$ cat config.mk
export PLATFORM = sky130hd
export DESIGN_NAME = hexaram_arbiter_flat
export DESIGN_NICKNAME = d
export VERILOG_FILES = /design/src/rtl/hexaram_arbiter_if.sv /design/src/rtl/hexaram_arbiter.sv /design/src/flat_wrapper.sv
export SDC_FILE = /design/constraint.sdc
export NUM_CORES = 1
export LEC_CHECK = 0
export CAP_MARGIN = 25
export CELL_PAD_IN_SITES_DETAIL_PLACEMENT = 2
export CELL_PAD_IN_SITES_GLOBAL_PLACEMENT = 2
export CORE_AREA = 10 10 197 199
export CTS_CLUSTER_SIZE = 10
export DETAILED_ROUTE_END_ITERATION = 7
export DIE_AREA = 0 0 207 209
export PLACE_DENSITY = 0.93
export SLEW_MARGIN = 15
export SYNTH_ARGS = -nofsm -noshare
export SYNTH_HDL_FRONTEND = slang
export SYNTH_SLANG_ARGS = --single-unit
$ cat constraint.sdc
create_clock -name clk -period 9.1 [get_ports clk]
set_clock_uncertainty 0.2 [all_clocks]
set_input_delay 1.82 -clock clk [delete_from_list [all_inputs] [get_ports clk]]
set_output_delay 1.82 -clock clk [all_outputs]
set_load 0.1 [all_outputs]
$ cat src/rtl/hexaram_arbiter_if.sv
// Request/grant and RAM-side bundle for the hexaram port scheduler.
// Arrays are indexed by requester (writes 0..3) and by read port (a..f = 0..5).
interface hexaram_arbiter_if #(parameter int W = 16) ();
   logic [3:0]          wr_req;
   logic [3:0][W-1:0]   wr_addr;
   logic [3:0][W-1:0]   wr_data;
   logic [3:0]          wr_gnt;
   logic [5:0]          rd_req;
   logic [5:0][W-1:0]   rd_addr;
   logic [5:0]          rd_gnt;
   logic [5:0]          rd_valid;
   logic                we_a;
   logic                we_b;
   logic [W-1:0]        data_a;
   logic [W-1:0]        data_b;
   logic [W-1:0]        addr_a;
   logic [W-1:0]        addr_b;
   logic [W-1:0]        addr_c;
   logic [W-1:0]        addr_d;
   logic [W-1:0]        addr_e;
   logic [W-1:0]        addr_f;

   modport master (
      output wr_req, wr_addr, wr_data, rd_req, rd_addr,
      input  wr_gnt, rd_gnt, rd_valid, we_a, we_b, data_a, data_b,
      input  addr_a, addr_b, addr_c, addr_d, addr_e, addr_f
   );

   modport slave (
      input  wr_req, wr_addr, wr_data, rd_req, rd_addr,
      output wr_gnt, rd_gnt, rd_valid, we_a, we_b, data_a, data_b,
      output addr_a, addr_b, addr_c, addr_d, addr_e, addr_f
   );
endinterface

$ cat src/rtl/hexaram_arbiter.sv
// Port scheduler for the 6R/2W hexaram: round-robin write sharing over
// ports A/B, group read blocking and bounded read starvation.
module hexaram_arbiter #(
   parameter int W         = 16,
   parameter int RD_STARVE = 3
) (
   input logic               clk,
   input logic               rst_n,
   hexaram_arbiter_if.slave  bus
);
   localparam int CW = (RD_STARVE < 1) ? 1 : $clog2(RD_STARVE + 1);
   localparam logic [CW-1:0] CMAX = CW'(RD_STARVE);
   localparam logic [5:0] GRP_A = 6'b010101;
   localparam logic [5:0] GRP_B = 6'b101010;

   logic [1:0]          r_ptr;
   logic [CW-1:0]       r_cnt_a;
   logic [CW-1:0]       r_cnt_b;
   logic                r_we_a;
   logic                r_we_b;
   logic [W-1:0]        r_data_a;
   logic [W-1:0]        r_data_b;
   logic [5:0][W-1:0]   r_addr;
   logic [5:0]          r_rd_q;
   logic [5:0]          r_rd_valid;

   logic                w_res_a;
   logic                w_res_b;
   logic [1:0]          w_idx;
   logic [1:0]          w_f1;
   logic [1:0]          w_f2;
   logic                w_f1_ok;
   logic                w_f2_ok;
   logic                w_same;
   logic                w_gnt_a;
   logic                w_gnt_b;
   logic [1:0]          w_sel_a;
   logic [1:0]          w_sel_b;
   logic [1:0]          w_last;
   logic [3:0]          w_wr_gnt;
   logic [5:0]          w_rd_gnt;
   logic                w_pend_a;
   logic                w_pend_b;
   logic [1:0][W-1:0]   w_waddr;

   always_comb begin
      w_res_a  = (r_cnt_a == CMAX);
      w_res_b  = (r_cnt_b == CMAX);
      w_idx    = '0;
      w_f1     = '0;
      w_f2     = '0;
      w_f1_ok  = 1'b0;
      w_f2_ok  = 1'b0;
      for (int k = 0; k < 4; k++) begin
         w_idx = r_ptr + 2'(k);
         if (bus.wr_req[w_idx]) begin
            if (!w_f1_ok) begin
               w_f1_ok = 1'b1;
               w_f1    = w_idx;
            end else if (!w_f2_ok) begin
               w_f2_ok = 1'b1;
               w_f2    = w_idx;
            end
         end
      end
      w_same  = (bus.wr_addr[w_f1] == bus.wr_addr[w_f2]);
      w_gnt_a = 1'b0;
      w_gnt_b = 1'b0;
      w_sel_a = w_f1;
      w_sel_b = w_f2;
      unique case (1'b1)
         (w_res_a && w_res_b): ;
         (w_res_a && !w_res_b): begin
            w_gnt_b = w_f1_ok;
            w_sel_b = w_f1;
         end
         (!w_res_a && w_res_b): begin
            w_gnt_a = w_f1_ok;
            w_sel_a = w_f1;
         end
         default: begin
            w_gnt_a = w_f1_ok;
            w_gnt_b = w_f2_ok && !w_same;
         end
      endcase
      w_wr_gnt = '0;
      if (w_gnt_a) w_wr_gnt[w_sel_a] = 1'b1;
      if (w_gnt_b) w_wr_gnt[w_sel_b] = 1'b1;
      // only a double grant can end on the second scan winner
      w_last   = (w_gnt_a && w_gnt_b) ? w_f2 : w_f1;
      w_rd_gnt = bus.rd_req & ~{3{w_gnt_b, w_gnt_a}};
      w_pend_a = |(bus.rd_req & GRP_A);
      w_pend_b = |(bus.rd_req & GRP_B);
      w_waddr[0] = bus.wr_addr[w_sel_a];
      w_waddr[1] = bus.wr_addr[w_sel_b];
   end

   assign bus.wr_gnt = w_wr_gnt;
   assign bus.rd_gnt = w_rd_gnt;

   always_ff @(posedge clk or negedge rst_n) begin
      if (!rst_n) begin
         r_ptr      <= '0;
         r_cnt_a    <= '0;
         r_cnt_b    <= '0;
         r_we_a     <= 1'b0;
         r_we_b     <= 1'b0;
         r_data_a   <= '0;
         r_data_b   <= '0;
         r_addr     <= '0;
         r_rd_q     <= '0;
         r_rd_valid <= '0;
      end else begin
         r_we_a     <= w_gnt_a;
         r_we_b     <= w_gnt_b;
         r_rd_q     <= w_rd_gnt;
         r_rd_valid <= r_rd_q;
         if (w_gnt_a || w_gnt_b) r_ptr <= w_last + 2'd1;
         if (w_gnt_a) r_data_a <= bus.wr_data[w_sel_a];
         if (w_gnt_b) r_data_b <= bus.wr_data[w_sel_b];
         // a write drives its address onto every replica of its group
         for (int i = 0; i < 6; i++) begin
            if ((i % 2 == 0) ? w_gnt_a : w_gnt_b)
               r_addr[i] <= w_waddr[i % 2];
            else if (w_rd_gnt[i])
               r_addr[i] <= bus.rd_addr[i];
         end
         if (w_pend_a && w_gnt_a) begin
            if (r_cnt_a != CMAX) r_cnt_a <= r_cnt_a + 1'b1;
         end else if (w_pend_a) begin
            r_cnt_a <= '0;
         end
         if (w_pend_b && w_gnt_b) begin
            if (r_cnt_b != CMAX) r_cnt_b <= r_cnt_b + 1'b1;
         end else if (w_pend_b) begin
            r_cnt_b <= '0;
         end
      end
   end

   assign bus.we_a     = r_we_a;
   assign bus.we_b     = r_we_b;
   assign bus.data_a   = r_data_a;
   assign bus.data_b   = r_data_b;
   assign bus.addr_a   = r_addr[0];
   assign bus.addr_b   = r_addr[1];
   assign bus.addr_c   = r_addr[2];
   assign bus.addr_d   = r_addr[3];
   assign bus.addr_e   = r_addr[4];
   assign bus.addr_f   = r_addr[5];
   assign bus.rd_valid = r_rd_valid;
endmodule

$ cat src/flat_wrapper.sv
// flat-port wrapper written by rule: the top's interface ports become plain ports
module hexaram_arbiter_flat 
#(
   parameter int W         = 16,
   parameter int RD_STARVE = 3
)
  (clk, rst_n, bus_wr_req, bus_wr_addr, bus_wr_data, bus_rd_req, bus_rd_addr, bus_wr_gnt, bus_rd_gnt, bus_rd_valid, bus_we_a, bus_we_b, bus_data_a, bus_data_b, bus_addr_a, bus_addr_b, bus_addr_c, bus_addr_d, bus_addr_e, bus_addr_f);
  hexaram_arbiter_if #(.W(W)) bus_i ();
  input logic clk;
  input logic rst_n;
  input wire logic [$bits(bus_i.wr_req)-1:0] bus_wr_req;
  input wire logic [$bits(bus_i.wr_addr)-1:0] bus_wr_addr;
  input wire logic [$bits(bus_i.wr_data)-1:0] bus_wr_data;
  input wire logic [$bits(bus_i.rd_req)-1:0] bus_rd_req;
  input wire logic [$bits(bus_i.rd_addr)-1:0] bus_rd_addr;
  output wire logic [$bits(bus_i.wr_gnt)-1:0] bus_wr_gnt;
  output wire logic [$bits(bus_i.rd_gnt)-1:0] bus_rd_gnt;
  output wire logic [$bits(bus_i.rd_valid)-1:0] bus_rd_valid;
  output wire logic [$bits(bus_i.we_a)-1:0] bus_we_a;
  output wire logic [$bits(bus_i.we_b)-1:0] bus_we_b;
  output wire logic [$bits(bus_i.data_a)-1:0] bus_data_a;
  output wire logic [$bits(bus_i.data_b)-1:0] bus_data_b;
  output wire logic [$bits(bus_i.addr_a)-1:0] bus_addr_a;
  output wire logic [$bits(bus_i.addr_b)-1:0] bus_addr_b;
  output wire logic [$bits(bus_i.addr_c)-1:0] bus_addr_c;
  output wire logic [$bits(bus_i.addr_d)-1:0] bus_addr_d;
  output wire logic [$bits(bus_i.addr_e)-1:0] bus_addr_e;
  output wire logic [$bits(bus_i.addr_f)-1:0] bus_addr_f;
  assign bus_i.wr_req = bus_wr_req;
  assign bus_i.wr_addr = bus_wr_addr;
  assign bus_i.wr_data = bus_wr_data;
  assign bus_i.rd_req = bus_rd_req;
  assign bus_i.rd_addr = bus_rd_addr;
  assign bus_wr_gnt = bus_i.wr_gnt;
  assign bus_rd_gnt = bus_i.rd_gnt;
  assign bus_rd_valid = bus_i.rd_valid;
  assign bus_we_a = bus_i.we_a;
  assign bus_we_b = bus_i.we_b;
  assign bus_data_a = bus_i.data_a;
  assign bus_data_b = bus_i.data_b;
  assign bus_addr_a = bus_i.addr_a;
  assign bus_addr_b = bus_i.addr_b;
  assign bus_addr_c = bus_i.addr_c;
  assign bus_addr_d = bus_i.addr_d;
  assign bus_addr_e = bus_i.addr_e;
  assign bus_addr_f = bus_i.addr_f;
  hexaram_arbiter #(.W(W), .RD_STARVE(RD_STARVE)) u_core (.clk(clk), .rst_n(rst_n), .bus(bus_i));
endmodule
==> qor.csv <==
stage,metric,value,unit
outcome,status,"finished, final reports clean",
grt,met1 Track Usage GR,0.239,
sta,Min Hold Slack,0.152,ns
logic_synthesis,top_reg_cell synth,dfrtp_1,
sta,final setup violation count,0,
grt,met3 Usage GRT,0.0687,
die,die width,207,microns
cts,clock tree from TritonCTS,built,
grt,M2 GR Usage,0.411,
grt,busiest grt layer,met2,
sta,Sum Neg Setup Slack,0,ns
setup_path,r2r endpoint,u_core.bus.addr_f[8],
setup_path,crit-path max FO,42,
logic_synthesis,Avg Inst Size Synth,10.2,sq um
sta,relative slew slack,0.284,
die,Site Rows,69,
drt,1st-iter DRT viols,439,
place,routability cong.,0.848,
drt,DRT Wirelength,48700,microns
place,dpl cell area,14300,sq um
cts,total CTS buffers,17,
logic_synthesis,dominant cells by area after synthesis,"dfrtp_1, mux2i_1, mux2_4",
grt,gr ovfl total,0,
sta,fin crit share,0.967,
cts,clk buf depth,2,
layout,Synth-to-Final Area Change,48.9,%
setup_path,crit path DAT,6.78,ns
logic_synthesis,most common cell in the synthesized netlist,dfrtp_1,
logic_synthesis,post-synthesis sequential area ratio,0.371,
worst_hold_path,Hold Startpoint,u_core.r_rd_q[4],
drt,DRC viols,0,
cts,CTS root buffer,clkbuf_16,
drt,DRT antenna net count,0,
cts,cts repair resizes,0,
cts,Clock transition at path regs,0.07,ns
setup_path,CP max stage cell,clkdlybuf4s50_1,
setup_path,CP endpoint kind,output pin,
setup_path,"Largest stage delay, worst path",0.65,ns
drt,via/cell ratio,5.25,
grt,first-pass GRT wire length,73300,microns
setup_path,Worst setup SP type,primary input,
sta,Slew @ Worst Pin,1.07,ns
cts,clk sinks,148,
setup_path,RR Startpoint,u_core.r_ptr[1],
grt,total global-route track usage,0.220,
die,die area,43300,sq um
logic_synthesis,Post-Syn Nets,1217,
layout,nets,1558,
drt,vias,9425,
grt,initial antenna violation count,7,
die,initial core utilization,0.285,
setup_path,Setup Crit Path Kind,in -> out,
layout,"Core Util, Final",0.425,
setup_path,CP required,7.08,ns
setup_path,Reg2Reg Setup Slack,3.34,ns
logic_synthesis,Cells after Synth,977,
logic_synthesis,Post-Syn Area,9990,sq um
sta,final hold viol count,0,
cts,hold buffers post-CTS,0,
sta,Final min period,8.80,ns
drt,DRT Pass-1 Iters,5,
layout,"Design Area, Final",14900,sq um
cts,clk_lat worst skew,0.44,ns
layout,share of cells above drive strength 1,0.164,
logic_synthesis,Syn. warnings,0,
sta,RSZ-0062 raised after global routing,no,
logic_synthesis,synthesized flop and latch total,148,
place,post-detail-place hpwl,37100,microns
grt,vias in the first global route,11000,
place,IO Port Bufs,381,
die,core area,35100,sq um
logic_synthesis,most instantiated cells after synthesis,"dfrtp_1, nand2_1, mux2i_1, mux2_2, clkbuf_1",
die,IO Count,382,
flow_run,max_cap viols,0,
sta,Slew Limit Fails,0,
cts,post-CTS setup buffer count,0,
cts,H-tree levels,4,
worst_hold_path,Hold Crit Class,reg -> reg,
sta,f_max,114,MHz
setup_path,cell mode on critical path,mux4_2,
logic_synthesis,post-synth cell types,61,
logic_synthesis,ys async rst share,1.00,
die,die height,209,microns
logic_synthesis,Synth top area share,0.371,
logic_synthesis,Post-synth EDFFs,0,
worst_hold_path,hold path cells,0,
grt,largest net degree at the start of global routing,91,
worst_hold_path,Worst Hold Path EP,u_core.bus.rd_valid[4],
drt,DR WL/cell,27.2,microns
setup_path,Worst R2R Path Depth,13,
setup_path,"Critical Path, Cell by Cell","clkdlybuf4s50_1, mux4_2, ha_1, mux2i_1, and3_1, a2bb2oi_4, buf_4, mux4_2, xnor2_1, nor4_1, nand4_1, a21oi_4, o21ai_0, buf_12",
logic_synthesis,largest area contributor in the netlist,dfrtp_1,
## worst max-delay path, delay by kind of cell
family | cells | cell delay [ns]
buf+inv | 3 | 1.36
compound gates | 3 | 1.15
xor+xnor | 1 | 0.18
simple gates | 3 | 0.73
mux | 3 | 1.22
fa+ha+maj | 1 | 0.30
## flip-flops by register name, summed over array words and instances, names as in the netlist
name                 flops
u_core.bus.addr_b       16
u_core.r_ptr             2
u_core.bus.addr_e       16
u_core.bus.addr_f       16
u_core.r_cnt_a           2
u_core.bus.we_a          1
u_core.bus.addr_c       16
u_core.bus.data_b       16
u_core.bus.addr_d       16
u_core.bus.addr_a       16
u_core.r_rd_q            6
u_core.bus.data_a       16
u_core.r_cnt_b           2
u_core.bus.rd_valid      6
u_core.bus.we_b          1
## metal layers
metal | wire, microns | part of all wire
met5 | 55 | 0.0011
met4 | 580 | 0.012
met3 | 2980 | 0.061
met2 | 26300 | 0.54
met1 | 18900 | 0.39
## kinds of logic after synthesis
kind of cell,Yosys count,synth area share
adder cells (fa/ha/maj),4,0.00501
AND/OR/NAND/NOR,275,0.137
buffers and inverters,108,0.0560
AO/OA/AOI/OAI,207,0.143
flip-flops,148,0.371
XOR/XNOR,19,0.0167
multiplexers,216,0.272
## worst max-delay path by stage
stage / start / to / cells after the start
floorplan: bus_wr_req[3] / bus_wr_gnt[1] / 14
global placement: bus_wr_req[1] / bus_wr_gnt[2] / 11
detailed placement: bus_wr_req[1] / bus_wr_gnt[2] / 14
CTS: bus_wr_req[1] / bus_wr_gnt[2] / 14
global route: bus_wr_req[1] / bus_wr_gnt[2] / 14
finish: bus_wr_req[1] / bus_wr_gnt[2] / 14
## cell type report
cell class,instances,area (sq um)
fill,3691,20200
multi-input combinational,721,5800
timing repair buffer,411,4110
sequential,148,3700
tap,461,577
clock buffer,18,439
clock inverter,13,174
inverter,19,71.3
antenna,3,7.51
## cells in the final DEF (no fill, tap or decap), types with 4 or more instances in the layout
master / netlist / routed
clkdlybuf4s50_1: 0 / 373
dfrtp_1: 148 / 148
nand2_1: 124 / 124
mux2i_1: 84 / 82
mux2_2: 64 / 64
and2_1: 56 / 56
a21oi_1: 55 / 55
a211oi_1: 52 / 52
mux2_4: 50 / 50
a31oi_1: 32 / 32
buf_4: 6 / 29
nor2_1: 25 / 25
o31ai_1: 24 / 24
inv_1: 18 / 18
and3_1: 18 / 18
mux4_2: 17 / 17
clkbuf_16: 0 / 17
nor4_1: 16 / 16
xor2_1: 11 / 11
xnor2_1: 8 / 8
o21ai_0: 7 / 7
nand3_1: 7 / 7
o31a_1: 7 / 7
buf_12: 5 / 7
o32a_1: 6 / 6
clkinv_4: 0 / 6
nor3b_1: 5 / 5
nor3_1: 5 / 4
and3b_1: 4 / 4
nor2b_1: 4 / 4
ha_1: 4 / 4
## per-stage QoR
stage | instances | setup WS, ns
after floorplan | 977 | 0.147
after global placement | 1758 | 0.585
after detailed placement | 1759 | 0.355
after CTS | 1790 | 0.291
after global routing | 1794 | 0.0508
final | 1794 | 0.299
Power is left out: the tool's default activity adds up to more than one toggle a clock period on the data nets, which glitch-free logic cannot reach.
